--- config.mk ---
export PLATFORM = sky130hd
export DESIGN_NAME = fifo_param_flags_flat
export DESIGN_NICKNAME = d
export VERILOG_FILES = /design/src/rtl/fifo_param_flags_pkg.sv /design/src/rtl/fifo_param_flags_if.sv /design/src/rtl/fifo_param_flags_mem_rf.sv /design/src/rtl/fifo_param_flags.sv /design/src/flat_wrapper.sv
export SDC_FILE = /design/constraint.sdc
export NUM_CORES = 1
export LEC_CHECK = 0
export ABC_AREA = 1
export CAP_MARGIN = 15
export CORE_UTILIZATION = 30
export CTS_BUF_LIST = sky130_fd_sc_hd__clkbuf_8
export CTS_CLUSTER_SIZE = 10
export DETAILED_ROUTE_END_ITERATION = 6
export SYNTH_ARGS = -nofsm -noshare
export SYNTH_HDL_FRONTEND = slang
export SYNTH_SLANG_ARGS = --single-unit
--- constraint.sdc ---
create_clock -name CLOCK -period 1.97 [get_ports CLOCK]
set_clock_uncertainty 0.1 [all_clocks]
set_input_delay 0.197 -clock CLOCK [delete_from_list [all_inputs] [get_ports CLOCK]]
set_output_delay 0.197 -clock CLOCK [all_outputs]
set_load 0.005 [all_outputs]
--- src/rtl/fifo_param_flags_pkg.sv ---
// Shared types and helpers for the parameterised FIFO and its interface.
package fifo_pkg;

    // Ceiling log2 used to size pointers and counters from DEPTH.
    function automatic int clog2(input int value);
        int result;
        int remain;
        result = 0;
        remain = value - 1;
        while (remain > 0) begin
            result = result + 1;
            remain = remain >> 1;
        end
        return result;
    endfunction

    // Default geometry of the DUV slot; the typedefs below match it.
    localparam int DEFAULT_WIDTH = 8;
    localparam int DEFAULT_DEPTH = 32;
    localparam int AW            = clog2(DEFAULT_DEPTH);

    // Word count needs one extra bit so that DEPTH itself is representable.
    typedef logic [AW:0]   fifo_cnt_t;
    typedef logic [AW-1:0] fifo_ptr_t;

    // Read-side presentation mode.
    typedef enum logic {
        MODE_STD  = 1'b0,
        MODE_FWFT = 1'b1
    } fifo_mode_e;

endpackage

--- src/rtl/fifo_param_flags_if.sv ---
// Handshake and status bundle between a FIFO user (master) and the FIFO (slave).
interface fifo_if
    import fifo_pkg::*;
#(
    parameter int WIDTH = 8,
    parameter int DEPTH = 32
);
    localparam int IF_AW = clog2(DEPTH);

    logic [WIDTH-1:0] DATA_IN;
    logic             WRITE;
    logic             READ;
    logic             CLR_ERR;
    logic [WIDTH-1:0] DATA_OUT;
    logic             DATA_VALID;
    logic [IF_AW:0]   USE_DW;
    logic             F_EMPTY_N;
    logic             F_FULL_N;
    logic             F_AEMPTY_N;
    logic             F_AFULL_N;
    logic             OVERFLOW;
    logic             UNDERFLOW;

    modport master (
        output DATA_IN, WRITE, READ, CLR_ERR,
        input  DATA_OUT, DATA_VALID, USE_DW,
        input  F_EMPTY_N, F_FULL_N, F_AEMPTY_N, F_AFULL_N,
        input  OVERFLOW, UNDERFLOW
    );

    modport slave (
        input  DATA_IN, WRITE, READ, CLR_ERR,
        output DATA_OUT, DATA_VALID, USE_DW,
        output F_EMPTY_N, F_FULL_N, F_AEMPTY_N, F_AFULL_N,
        output OVERFLOW, UNDERFLOW
    );

endinterface

--- src/rtl/fifo_param_flags_mem_rf.sv ---
// DEPTH x WIDTH register file: one synchronous write port, one asynchronous read port.
module fifo_mem_rf
    import fifo_pkg::*;
#(
    parameter int WIDTH = 8,
    parameter int DEPTH = 32
) (
    input  logic                       clk,
    input  logic                       we,
    input  logic [clog2(DEPTH)-1:0]    waddr,
    input  logic [WIDTH-1:0]           wdata,
    input  logic [clog2(DEPTH)-1:0]    raddr,
    output logic [WIDTH-1:0]           rdata
);

    logic [WIDTH-1:0] mem [DEPTH];

    // Storage is deliberately not reset; only the pointers define what is valid.
    always_ff @(posedge clk) begin
        if (we) begin
            mem[waddr] <= wdata;
        end
    end

    assign rdata = mem[raddr];

endmodule

--- src/rtl/fifo_param_flags.sv ---
// Parameterised synchronous FIFO with programmable almost flags, sticky
// overflow/underflow errors and optional first-word-fall-through reads.
module fifo_param_flags
    import fifo_pkg::*;
#(
    parameter int WIDTH    = 8,
    parameter int DEPTH    = 32,
    parameter int AF_LEVEL = DEPTH - 4,
    parameter int AE_LEVEL = 4,
    parameter int FWFT     = 0
) (
    input logic   CLOCK,
    input logic   RESET,
    fifo_if.slave bus
);

    localparam int              PAW       = clog2(DEPTH);
    localparam fifo_mode_e      MODE      = (FWFT == 1) ? MODE_FWFT : MODE_STD;
    localparam logic [PAW:0]    DEPTH_CNT = (PAW + 1)'(DEPTH);
    localparam logic [PAW:0]    AF_CNT    = (PAW + 1)'(AF_LEVEL);
    localparam logic [PAW:0]    AE_CNT    = (PAW + 1)'(AE_LEVEL);
    localparam logic [PAW:0]    CNT_ONE   = (PAW + 1)'(1);
    localparam logic [PAW-1:0]  PTR_ONE   = PAW'(1);

    // Elaboration-time parameter sanity checks.
    if ((DEPTH < 4) || ((DEPTH & (DEPTH - 1)) != 0)) begin : g_bad_depth
        $error("fifo_param_flags: DEPTH must be a power of 2 and >= 4");
    end
    if (WIDTH < 1) begin : g_bad_width
        $error("fifo_param_flags: WIDTH must be >= 1");
    end
    if (!((AE_LEVEL > 0) && (AE_LEVEL < AF_LEVEL) && (AF_LEVEL < DEPTH))) begin : g_bad_levels
        $error("fifo_param_flags: need 0 < AE_LEVEL < AF_LEVEL < DEPTH");
    end
    if ((FWFT != 0) && (FWFT != 1)) begin : g_bad_fwft
        $error("fifo_param_flags: FWFT must be 0 or 1");
    end

    logic [PAW-1:0]   wr_ptr;
    logic [PAW-1:0]   rd_ptr;
    logic [PAW:0]     use_dw;
    logic [PAW:0]     cnt_next;
    logic             empty_n;
    logic             full_n;
    logic             aempty_n;
    logic             afull_n;
    logic             overflow_q;
    logic             underflow_q;
    logic [WIDTH-1:0] rdata;
    logic [WIDTH-1:0] data_q;
    logic             valid_q;
    logic             rd_acc;
    logic             wr_acc;

    // Accept decisions and next count; a read frees the slot a full-time write needs.
    always_comb begin
        rd_acc   = bus.READ & empty_n;
        wr_acc   = bus.WRITE & (full_n | rd_acc);
        cnt_next = use_dw;
        if (wr_acc && !rd_acc) begin
            cnt_next = use_dw + CNT_ONE;
        end else if (rd_acc && !wr_acc) begin
            cnt_next = use_dw - CNT_ONE;
        end
    end

    // Pointers, count and flags; flags come from the next count so they track USE_DW.
    always_ff @(posedge CLOCK) begin
        if (RESET) begin
            wr_ptr   <= '0;
            rd_ptr   <= '0;
            use_dw   <= '0;
            empty_n  <= 1'b0;
            full_n   <= 1'b1;
            aempty_n <= 1'b0;
            afull_n  <= 1'b1;
        end else begin
            if (wr_acc) begin
                wr_ptr <= wr_ptr + PTR_ONE;
            end
            if (rd_acc) begin
                rd_ptr <= rd_ptr + PTR_ONE;
            end
            use_dw   <= cnt_next;
            empty_n  <= (cnt_next != '0);
            full_n   <= (cnt_next != DEPTH_CNT);
            aempty_n <= (cnt_next > AE_CNT);
            afull_n  <= (cnt_next < AF_CNT);
        end
    end

    // Sticky error flags; a new error event beats a simultaneous clear.
    always_ff @(posedge CLOCK) begin
        if (RESET) begin
            overflow_q  <= 1'b0;
            underflow_q <= 1'b0;
        end else begin
            if (bus.WRITE && !full_n && !rd_acc) begin
                overflow_q <= 1'b1;
            end else if (bus.CLR_ERR) begin
                overflow_q <= 1'b0;
            end
            if (bus.READ && !empty_n) begin
                underflow_q <= 1'b1;
            end else if (bus.CLR_ERR) begin
                underflow_q <= 1'b0;
            end
        end
    end

    // Registered read path used in standard mode: one cycle from accepted READ to data.
    always_ff @(posedge CLOCK) begin
        if (RESET) begin
            data_q  <= '0;
            valid_q <= 1'b0;
        end else begin
            valid_q <= rd_acc;
            if (rd_acc) begin
                data_q <= rdata;
            end
        end
    end

    fifo_mem_rf #(
        .WIDTH (WIDTH),
        .DEPTH (DEPTH)
    ) u_mem (
        .clk   (CLOCK),
        .we    (wr_acc),
        .waddr (wr_ptr),
        .wdata (bus.DATA_IN),
        .raddr (rd_ptr),
        .rdata (rdata)
    );

    assign bus.DATA_OUT   = (MODE == MODE_FWFT) ? rdata   : data_q;
    assign bus.DATA_VALID = (MODE == MODE_FWFT) ? empty_n : valid_q;
    assign bus.USE_DW     = use_dw;
    assign bus.F_EMPTY_N  = empty_n;
    assign bus.F_FULL_N   = full_n;
    assign bus.F_AEMPTY_N = aempty_n;
    assign bus.F_AFULL_N  = afull_n;
    assign bus.OVERFLOW   = overflow_q;
    assign bus.UNDERFLOW  = underflow_q;

endmodule
--- src/flat_wrapper.sv ---
// flat-port wrapper written by rule: the top's interface ports become plain ports
module fifo_param_flags_flat import fifo_pkg::*;
#(
    parameter int WIDTH    = 8,
    parameter int DEPTH    = 32,
    parameter int AF_LEVEL = DEPTH - 4,
    parameter int AE_LEVEL = 4,
    parameter int FWFT     = 0
)
  (CLOCK, RESET, bus_DATA_IN, bus_WRITE, bus_READ, bus_CLR_ERR, bus_DATA_OUT, bus_DATA_VALID, bus_USE_DW, bus_F_EMPTY_N, bus_F_FULL_N, bus_F_AEMPTY_N, bus_F_AFULL_N, bus_OVERFLOW, bus_UNDERFLOW);
  fifo_if #(.WIDTH(WIDTH), .DEPTH(DEPTH)) bus_i ();
  input logic CLOCK;
  input logic RESET;
  input wire logic [$bits(bus_i.DATA_IN)-1:0] bus_DATA_IN;
  input wire logic [$bits(bus_i.WRITE)-1:0] bus_WRITE;
  input wire logic [$bits(bus_i.READ)-1:0] bus_READ;
  input wire logic [$bits(bus_i.CLR_ERR)-1:0] bus_CLR_ERR;
  output wire logic [$bits(bus_i.DATA_OUT)-1:0] bus_DATA_OUT;
  output wire logic [$bits(bus_i.DATA_VALID)-1:0] bus_DATA_VALID;
  output wire logic [$bits(bus_i.USE_DW)-1:0] bus_USE_DW;
  output wire logic [$bits(bus_i.F_EMPTY_N)-1:0] bus_F_EMPTY_N;
  output wire logic [$bits(bus_i.F_FULL_N)-1:0] bus_F_FULL_N;
  output wire logic [$bits(bus_i.F_AEMPTY_N)-1:0] bus_F_AEMPTY_N;
  output wire logic [$bits(bus_i.F_AFULL_N)-1:0] bus_F_AFULL_N;
  output wire logic [$bits(bus_i.OVERFLOW)-1:0] bus_OVERFLOW;
  output wire logic [$bits(bus_i.UNDERFLOW)-1:0] bus_UNDERFLOW;
  assign bus_i.DATA_IN = bus_DATA_IN;
  assign bus_i.WRITE = bus_WRITE;
  assign bus_i.READ = bus_READ;
  assign bus_i.CLR_ERR = bus_CLR_ERR;
  assign bus_DATA_OUT = bus_i.DATA_OUT;
  assign bus_DATA_VALID = bus_i.DATA_VALID;
  assign bus_USE_DW = bus_i.USE_DW;
  assign bus_F_EMPTY_N = bus_i.F_EMPTY_N;
  assign bus_F_FULL_N = bus_i.F_FULL_N;
  assign bus_F_AEMPTY_N = bus_i.F_AEMPTY_N;
  assign bus_F_AFULL_N = bus_i.F_AFULL_N;
  assign bus_OVERFLOW = bus_i.OVERFLOW;
  assign bus_UNDERFLOW = bus_i.UNDERFLOW;
  fifo_param_flags #(.WIDTH(WIDTH), .DEPTH(DEPTH), .AF_LEVEL(AF_LEVEL), .AE_LEVEL(AE_LEVEL), .FWFT(FWFT)) u_core (.CLOCK(CLOCK), .RESET(RESET), .bus(bus_i));
endmodule
==> summary.txt, run 1 <==
Status - completed
CP startpoint kind - flop
Chip height - 204 um
Crit Path Category - flop to output port
Clock slew at reported path FFs - 0.06 ns
Peak fanout along the critical path - 2
Hold-fix buffers at CTS - 0
IO Count - 34
CP max-delay cell - clkdlybuf4s50_1
Post-layout util - 36.7%
Worst Setup End Kind - output port
Worst-skew pair later-pin latency - 0.55 ns
Reg-to-Reg End - u_core.bus.DATA_OUT[2]
Crit path cell chain - buf_4 > clkdlybuf4s50_1
Max-cap violations - 0
Largest net degree at the start of global routing - 90
Worst min-delay path endpoint - u_core.bus.UNDERFLOW
Post-CTS setup buffer count - 0
Syn_area_per_cell - 10.1 sq um
Area leader, netlist - edfxtp_1
Via density - 4.62
CTS root buf - clkbuf_8
Tcrit/Tclk final - 94.2%
Layout cells sized above 1 - 11.6%
Reg2reg setup slack - 0.13 ns
Synth area leaders - edfxtp_1 63%, nand2_1 12%, nand3_1 7.0%
RSZ-0062 raised after global routing - no
Internal power - 9600 uW
Synth top area share - 62.6%
Post-synth ARST share - 0%
Initial antenna violation count - 0
CP required - 1.67 ns
Nets - 1,344
Routability cong. - 0.901
Global Route Usage Sum - 15.0%
DRT Pass-1 Iters - 6
Seq cells post-synth - 287
Post-synth EDFFs - 256
Pwr/cell area - 874 nW/um^2
Clock Tree Buf Depth - 3
First-pass GRT wire length - 47,500 um
Fillers - 3,918
Synth cell types - 29
Die X - 204 um
DRC viols - 0
Port Buffers - 33
Worst hold path type - input port to flop
Hpwl dp - 18,900 um
Worst slew pin tran - 0.475 ns
Fin. max-slew vios - 0
Syn_nets - 1,237
Vias in the first global route - 8,408
Lkg Pwr - 0.00591 uW
Worst R2R Start - u_core.rd_ptr[3]
Clock Power Share - 36.1%
Fmax - 539 MHz
# rows - 73
Inserted Clock Buffers - 46
Final ANT Viol Nets - 0
WP depth - 2
Max_slew headroom - 68.1%
Gate power share - 11.3%
# clock sinks - 287
Cell depth of the worst flop-to-flop path - 8
Min Tclk post-route - 1.86 ns
Final hold vios - 0
TritonCTS clock tree - done
P_sw - 3260 uW
Drt initial violations - 892
Yosys warns - 0
Cells on Worst Hold Path - 4
Wirelength, routed - 31,400 um
Switching portion of total power - 25.3%
ANT cells - 0
Die area - 41,800 sq um
CP arrival - 1.56 ns
Area grow syn2layout - 19.7%
Slowest stage delay, CP - 0.50 ns
Final setup vio count - 0
Vias - 8,690
Delay-heaviest family, CP - buffers and inverters
Cells after Synth - 1,217
Worst hold slack - 0.200 ns
Setup TNS - 0 ns
Peak supply drop - 386 uV
Dominant synthesized flop cell - edfxtp_1
WP buf/inv - 2
Remaining Overflow, GRT - 0
H-tree depth - 2
Per-cell routed wire length - 16.7 um
Core area - 40,100 sq um
Seq/Total Area, Yosys - 67.6%
Starting Density - 30.6%
Origin of the worst min-delay path - bus_CLR_ERR
Cell Area, Synth - 12,300 sq um
Part of the power in registers - 52.6%
-- kinds of logic (layout without fill, tap and decap cells) --
group | count (synthesis) | after routing | share of synthesized area [%]
xor+xnor | 2 | 2 | 0.143
simple gates | 674 | 674 | 22.9
flops | 287 | 287 | 67.6
fa+ha+maj | 7 | 7 | 0.713
buf+inv | 194 | 334 | 6.43
compound gates | 53 | 53 | 2.19
-- synth_stat cells, types with 2 or more instances --
cell	n
nand2_2	2
buf_1	3
nand3_1	173
buf_2	40
a21oi_1	33
edfxtp_1	256
xor2_1	2
inv_2	7
o21ai_1	7
nand2_1	385
clkbuf_1	8
buf_4	3
o21ai_0	12
ha_1	7
nor2_1	98
inv_1	129
clkinv_1	4
dfxtp_1	31
nor3_1	5
nand4_1	3
-- flip-flops by register name (all words and copies together) (netlist names) --
name	cells
u_core.u_mem.mem	256
u_core.bus.DATA_OUT	8
u_core.bus.USE_DW	6
u_core.rd_ptr	5
u_core.wr_ptr	5
u_core.bus.DATA_VALID	1
u_core.bus.F_AEMPTY_N	1
u_core.bus.F_AFULL_N	1
u_core.bus.F_EMPTY_N	1
u_core.bus.F_FULL_N	1
u_core.bus.OVERFLOW	1
u_core.bus.UNDERFLOW	1
-- metal layers --
| layer | vias to the layer above | track usage [%] | routed length, um | share of wire (%) |
|---|---|---|---|---|
| met2 | 299 | 24.4 | 14900 | 47 |
| met4 | 0 | 6.45 | 1100 | 3.5 |
| met5 | - | 0 | 0 | 0 |
| met1 | 4105 | 19.6 | 13400 | 43 |
| li1 | 4218 | - | - | - |
| met3 | 68 | 2.65 | 2040 | 6.5 |
-- cells in the final DEF, fill, tap and decap left out, types with 6 or more instances in the layout --
cell type        count
inv_1              148
edfxtp_1           256
a21oi_1             31
inv_2                6
buf_4               62
buf_12              14
clkdlybuf4s50_1     33
dfxtp_1             27
nand3_1            173
clkinv_1            11
o21ai_0             12
o21ai_1              7
clkbuf_8            52
ha_1                 7
nand2_1            385
nor2_1              98
-- stage by stage --
step                power [uW]  instance area [sq um]  std cells  setup slack, ns
floorplan                 7630                  12300       1217            0.106
global placement          8270                  13800       1798           -0.110
detailed placement        8280                  13800       1798           -0.147
CTS                      12900                  14600       1879           0.0275
global route             13400                  14700       1882          0.00770
finish                   12900                  14700       1882            0.114
-- area by class of cell --
type                    instances  area (sq um)  share of cell area, %
repair buffers                113          1180                   8.01
inverters                     140           531                   3.61
well taps                     525           657                   4.47
flip-flops and latches        287          8320                   56.5
multi-input cells             736          3200                   21.7
clock buffers                  52           716                   4.87
clock inverters                29           113                  0.766
-- what timing repair did --
| action | CTS | global route |
|---|---|---|
| gates resized for setup | 1 | 6 |
| gates cloned | 0 | 3 |
| hold endpoints to repair | 0 | 0 |
| setup endpoints to repair | 1 | 5 |
-- power by group through the flow --
stage               clock, uW  combinational, uW  sequential (uW)
floorplan                   0                758             6880
global route             5030               1590             6770
detailed placement          0               1390             6890
global placement            0               1390             6890
CTS                      4760               1400             6760
finish                   4650               1450             6770
-- worst register-to-register path, cell delays in order, from the launching register on --
cell	delay, ns
dfxtp_1	0.35
nand2_1	0.08
clkinv_1	0.39
nand3_1	0.27
nand2_1	0.07
nor2_1	0.11
nand2_1	0.16
nand3_1	0.13
a21oi_1	0.07
-- how the worst max path moves through the flow --
stage                    startpoint                 endpoint  slack, ns
3_5_place_dp               bus_READ  u_core.u_mem.mem[10][7]      -0.15
5_1_grt            u_core.rd_ptr[3]   u_core.bus.DATA_OUT[5]      0.008
4_1_cts        u_core.bus.USE_DW[0]            bus_USE_DW[0]       0.03
6_report        u_core.bus.F_FULL_N             bus_F_FULL_N       0.11
3_3_place_gp               bus_READ  u_core.u_mem.mem[11][4]      -0.11
2_1_floorplan  u_core.bus.F_EMPTY_N   u_core.u_mem.mem[3][0]       0.11
No activity file was read; power rests on OpenSTA's default activity.
==> run 2: changes to the inputs <==
Settings changed: CTS_BUF_LIST sky130_fd_sc_hd__clkbuf_8 to sky130_fd_sc_hd__clkbuf_4 sky130_fd_sc_hd__clkbuf_8.
==> run 2 against run 1 <==
Power up 2.7%. Sequential power about the same. First-iteration DRC count up 0.90%. Critical path depth unchanged.
==> summary.txt, run 2 (synthesis results as in run 1) <==
Worst Setup End Kind - output port
Met3 wire length - 1910 um
Die area - 41,800 sq um
Clock slew at reported path FFs - 0.06 ns
Largest net degree at the start of global routing - 90
Vias - 8,647
Origin of the worst min-delay path - bus_CLR_ERR
Die X - 204 um
Worst hold path type - input port to flop
Multi-input gate area - 3190 sq um
CP max-delay cell - clkdlybuf4s50_1
Worst min-delay path endpoint - u_core.bus.UNDERFLOW
Hpwl dp - 18,900 um
DRT Pass-1 Iters - 5
Global Route Usage Sum - 15.0%
Max_slew headroom - 68.5%
CP required - 1.67 ns
Min Tclk post-route - 1.85 ns
Worst slew pin tran - 0.470 ns
IO Count - 34
Area grow syn2layout - 20.3%
Slowest stage delay, CP - 0.50 ns
Reg2reg setup slack - 0.14 ns
Final hold vios - 0
Fin. max-slew vios - 0
Commonest cells after routing, fill and taps aside - 385 x nand2_1, 256 x edfxtp_1, 173 x nand3_1
Pwr Total - 13,200 uW
Tcrit/Tclk final - 94.2%
Final setup vio count - 0
Via density - 4.59
Post-CTS setup buffer count - 0
Crit path cell chain - buf_4 > clkdlybuf4s50_1
Largest register by flop count - u_core.u_mem.mem
CP arrival - 1.56 ns
Fmax - 539 MHz
Per-cell routed wire length - 16.7 um
Inserted Clock Buffers - 46
Met1 wire length - 13,600 um
DRC viols - 0
WP buf/inv - 2
Starting Density - 30.6%
Placed cells - 1,798
Max reg flops - 256
Metal2 WL - 15,000 um
Vias in the first global route - 8,402
Highest routed layer - met4
Status - completed
Worst-skew pair later-pin latency - 0.54 ns
Initial antenna violation count - 0
TritonCTS clock tree - done
CP startpoint kind - flop
Peak fanout along the critical path - 2
Crit Path Category - flop to output port
Routability cong. - 0.901
Delay-heaviest family, CP - buffers and inverters
Clock Tree Buf Depth - 3
Core area - 40,100 sq um
Setup TNS - 0 ns
Reg-to-Reg End - u_core.bus.DATA_OUT[5]
CTS root buf - clkbuf_8
Most common cell after layout, fill and taps aside - nand2_1
Lkg Pwr - 0.00590 uW
DP Worst Slack - -0.147 ns
Fillers - 3,903
Peak supply drop - 387 uV
Storage cell area - 8320 sq um
Port Buffers - 33
Worst setup margin - 0.115 ns
Cell depth of the worst flop-to-flop path - 10
# rows - 73
Wirelength, routed - 31,500 um
Nets - 1,344
# clock sinks - 287
Remaining Overflow, GRT - 0
Fin cells - 1,882
Pwr/cell area - 894 nW/um^2
Layout cells sized above 1 - 12.9%
Final ANT Viol Nets - 0
ANT cells - 0
Drt initial violations - 900
First-pass GRT wire length - 47,500 um
Worst R2R Start - u_core.rd_ptr[0]
Post-layout util - 36.8%
Cells on Worst Hold Path - 4
Max-cap violations - 0
Chip height - 204 um
H-tree depth - 2
[run 2: power breakdown]
group	switching (uW)	internal, uW
Combinational	942	506
Sequential	61.3	6700
Clock	2250	2750
Total	3250	9960
[run 2: worst reg2reg max path, stage by stage, from the launching register on]
cell     delay (ns)
dfxtp_4        0.40
inv_6          0.17
buf_12         0.20
nand2_1        0.08
nand2_1        0.05
nand2_1        0.05
a21oi_1        0.23
nor2_1         0.07
nand2_1        0.14
nand3_1        0.14
a21oi_1        0.15
[run 2: stage by stage]
| stage | cell area [sq um] | hold slack [ns] |
|---|---|---|
| after floorplan | 12300 | 0.196 |
| after global placement | 13800 | 0.354 |
| after detailed placement | 13800 | 0.356 |
| after CTS | 14700 | 0.179 |
| after global routing | 14800 | 0.210 |
| final | 14800 | 0.203 |
[run 2: area by class of cell]
class,instances,area share [%]
sequential,287,56.3
timing repair buffer,113,7.98
tap,525,4.45
clock inverter,10,0.279
inverter,140,3.59
multi-input combinational,736,21.6
clock buffer,71,5.81
[run 2: worst max-delay path by stage]
stage                                    to  depth (start not counted)  slack [ns]            startpoint
floorplan            u_core.u_mem.mem[3][0]                          5        0.11  u_core.bus.F_EMPTY_N
finish                         bus_F_FULL_N                          2        0.12   u_core.bus.F_FULL_N
detailed placement  u_core.u_mem.mem[10][7]                          7       -0.15              bus_READ
global route         u_core.bus.DATA_OUT[5]                         10      -0.003      u_core.rd_ptr[0]
CTS                           bus_USE_DW[0]                          2        0.03  u_core.bus.USE_DW[0]
global placement    u_core.u_mem.mem[11][4]                          7       -0.11              bus_READ
[run 2: repair_timing]
action,in CTS,in global routing
resized for setup,1,5
hold buffers,0,0
setup endpoints to repair,1,4
cloned,0,3
[run 2: layer usage]
metal / global-route usage, % / up-vias
li1: - / 4218
met1: 19.7 / 4089
met2: 24.4 / 280
met3: 2.47 / 60
met4: 6.45 / 0
met5: 0 / -
==> run 3: changes to the inputs <==
Settings changed: CAP_MARGIN 15 to 0.
==> results of run 3 <==
Same layout as run 2: the final DEF is identical, and so are final timing and power.
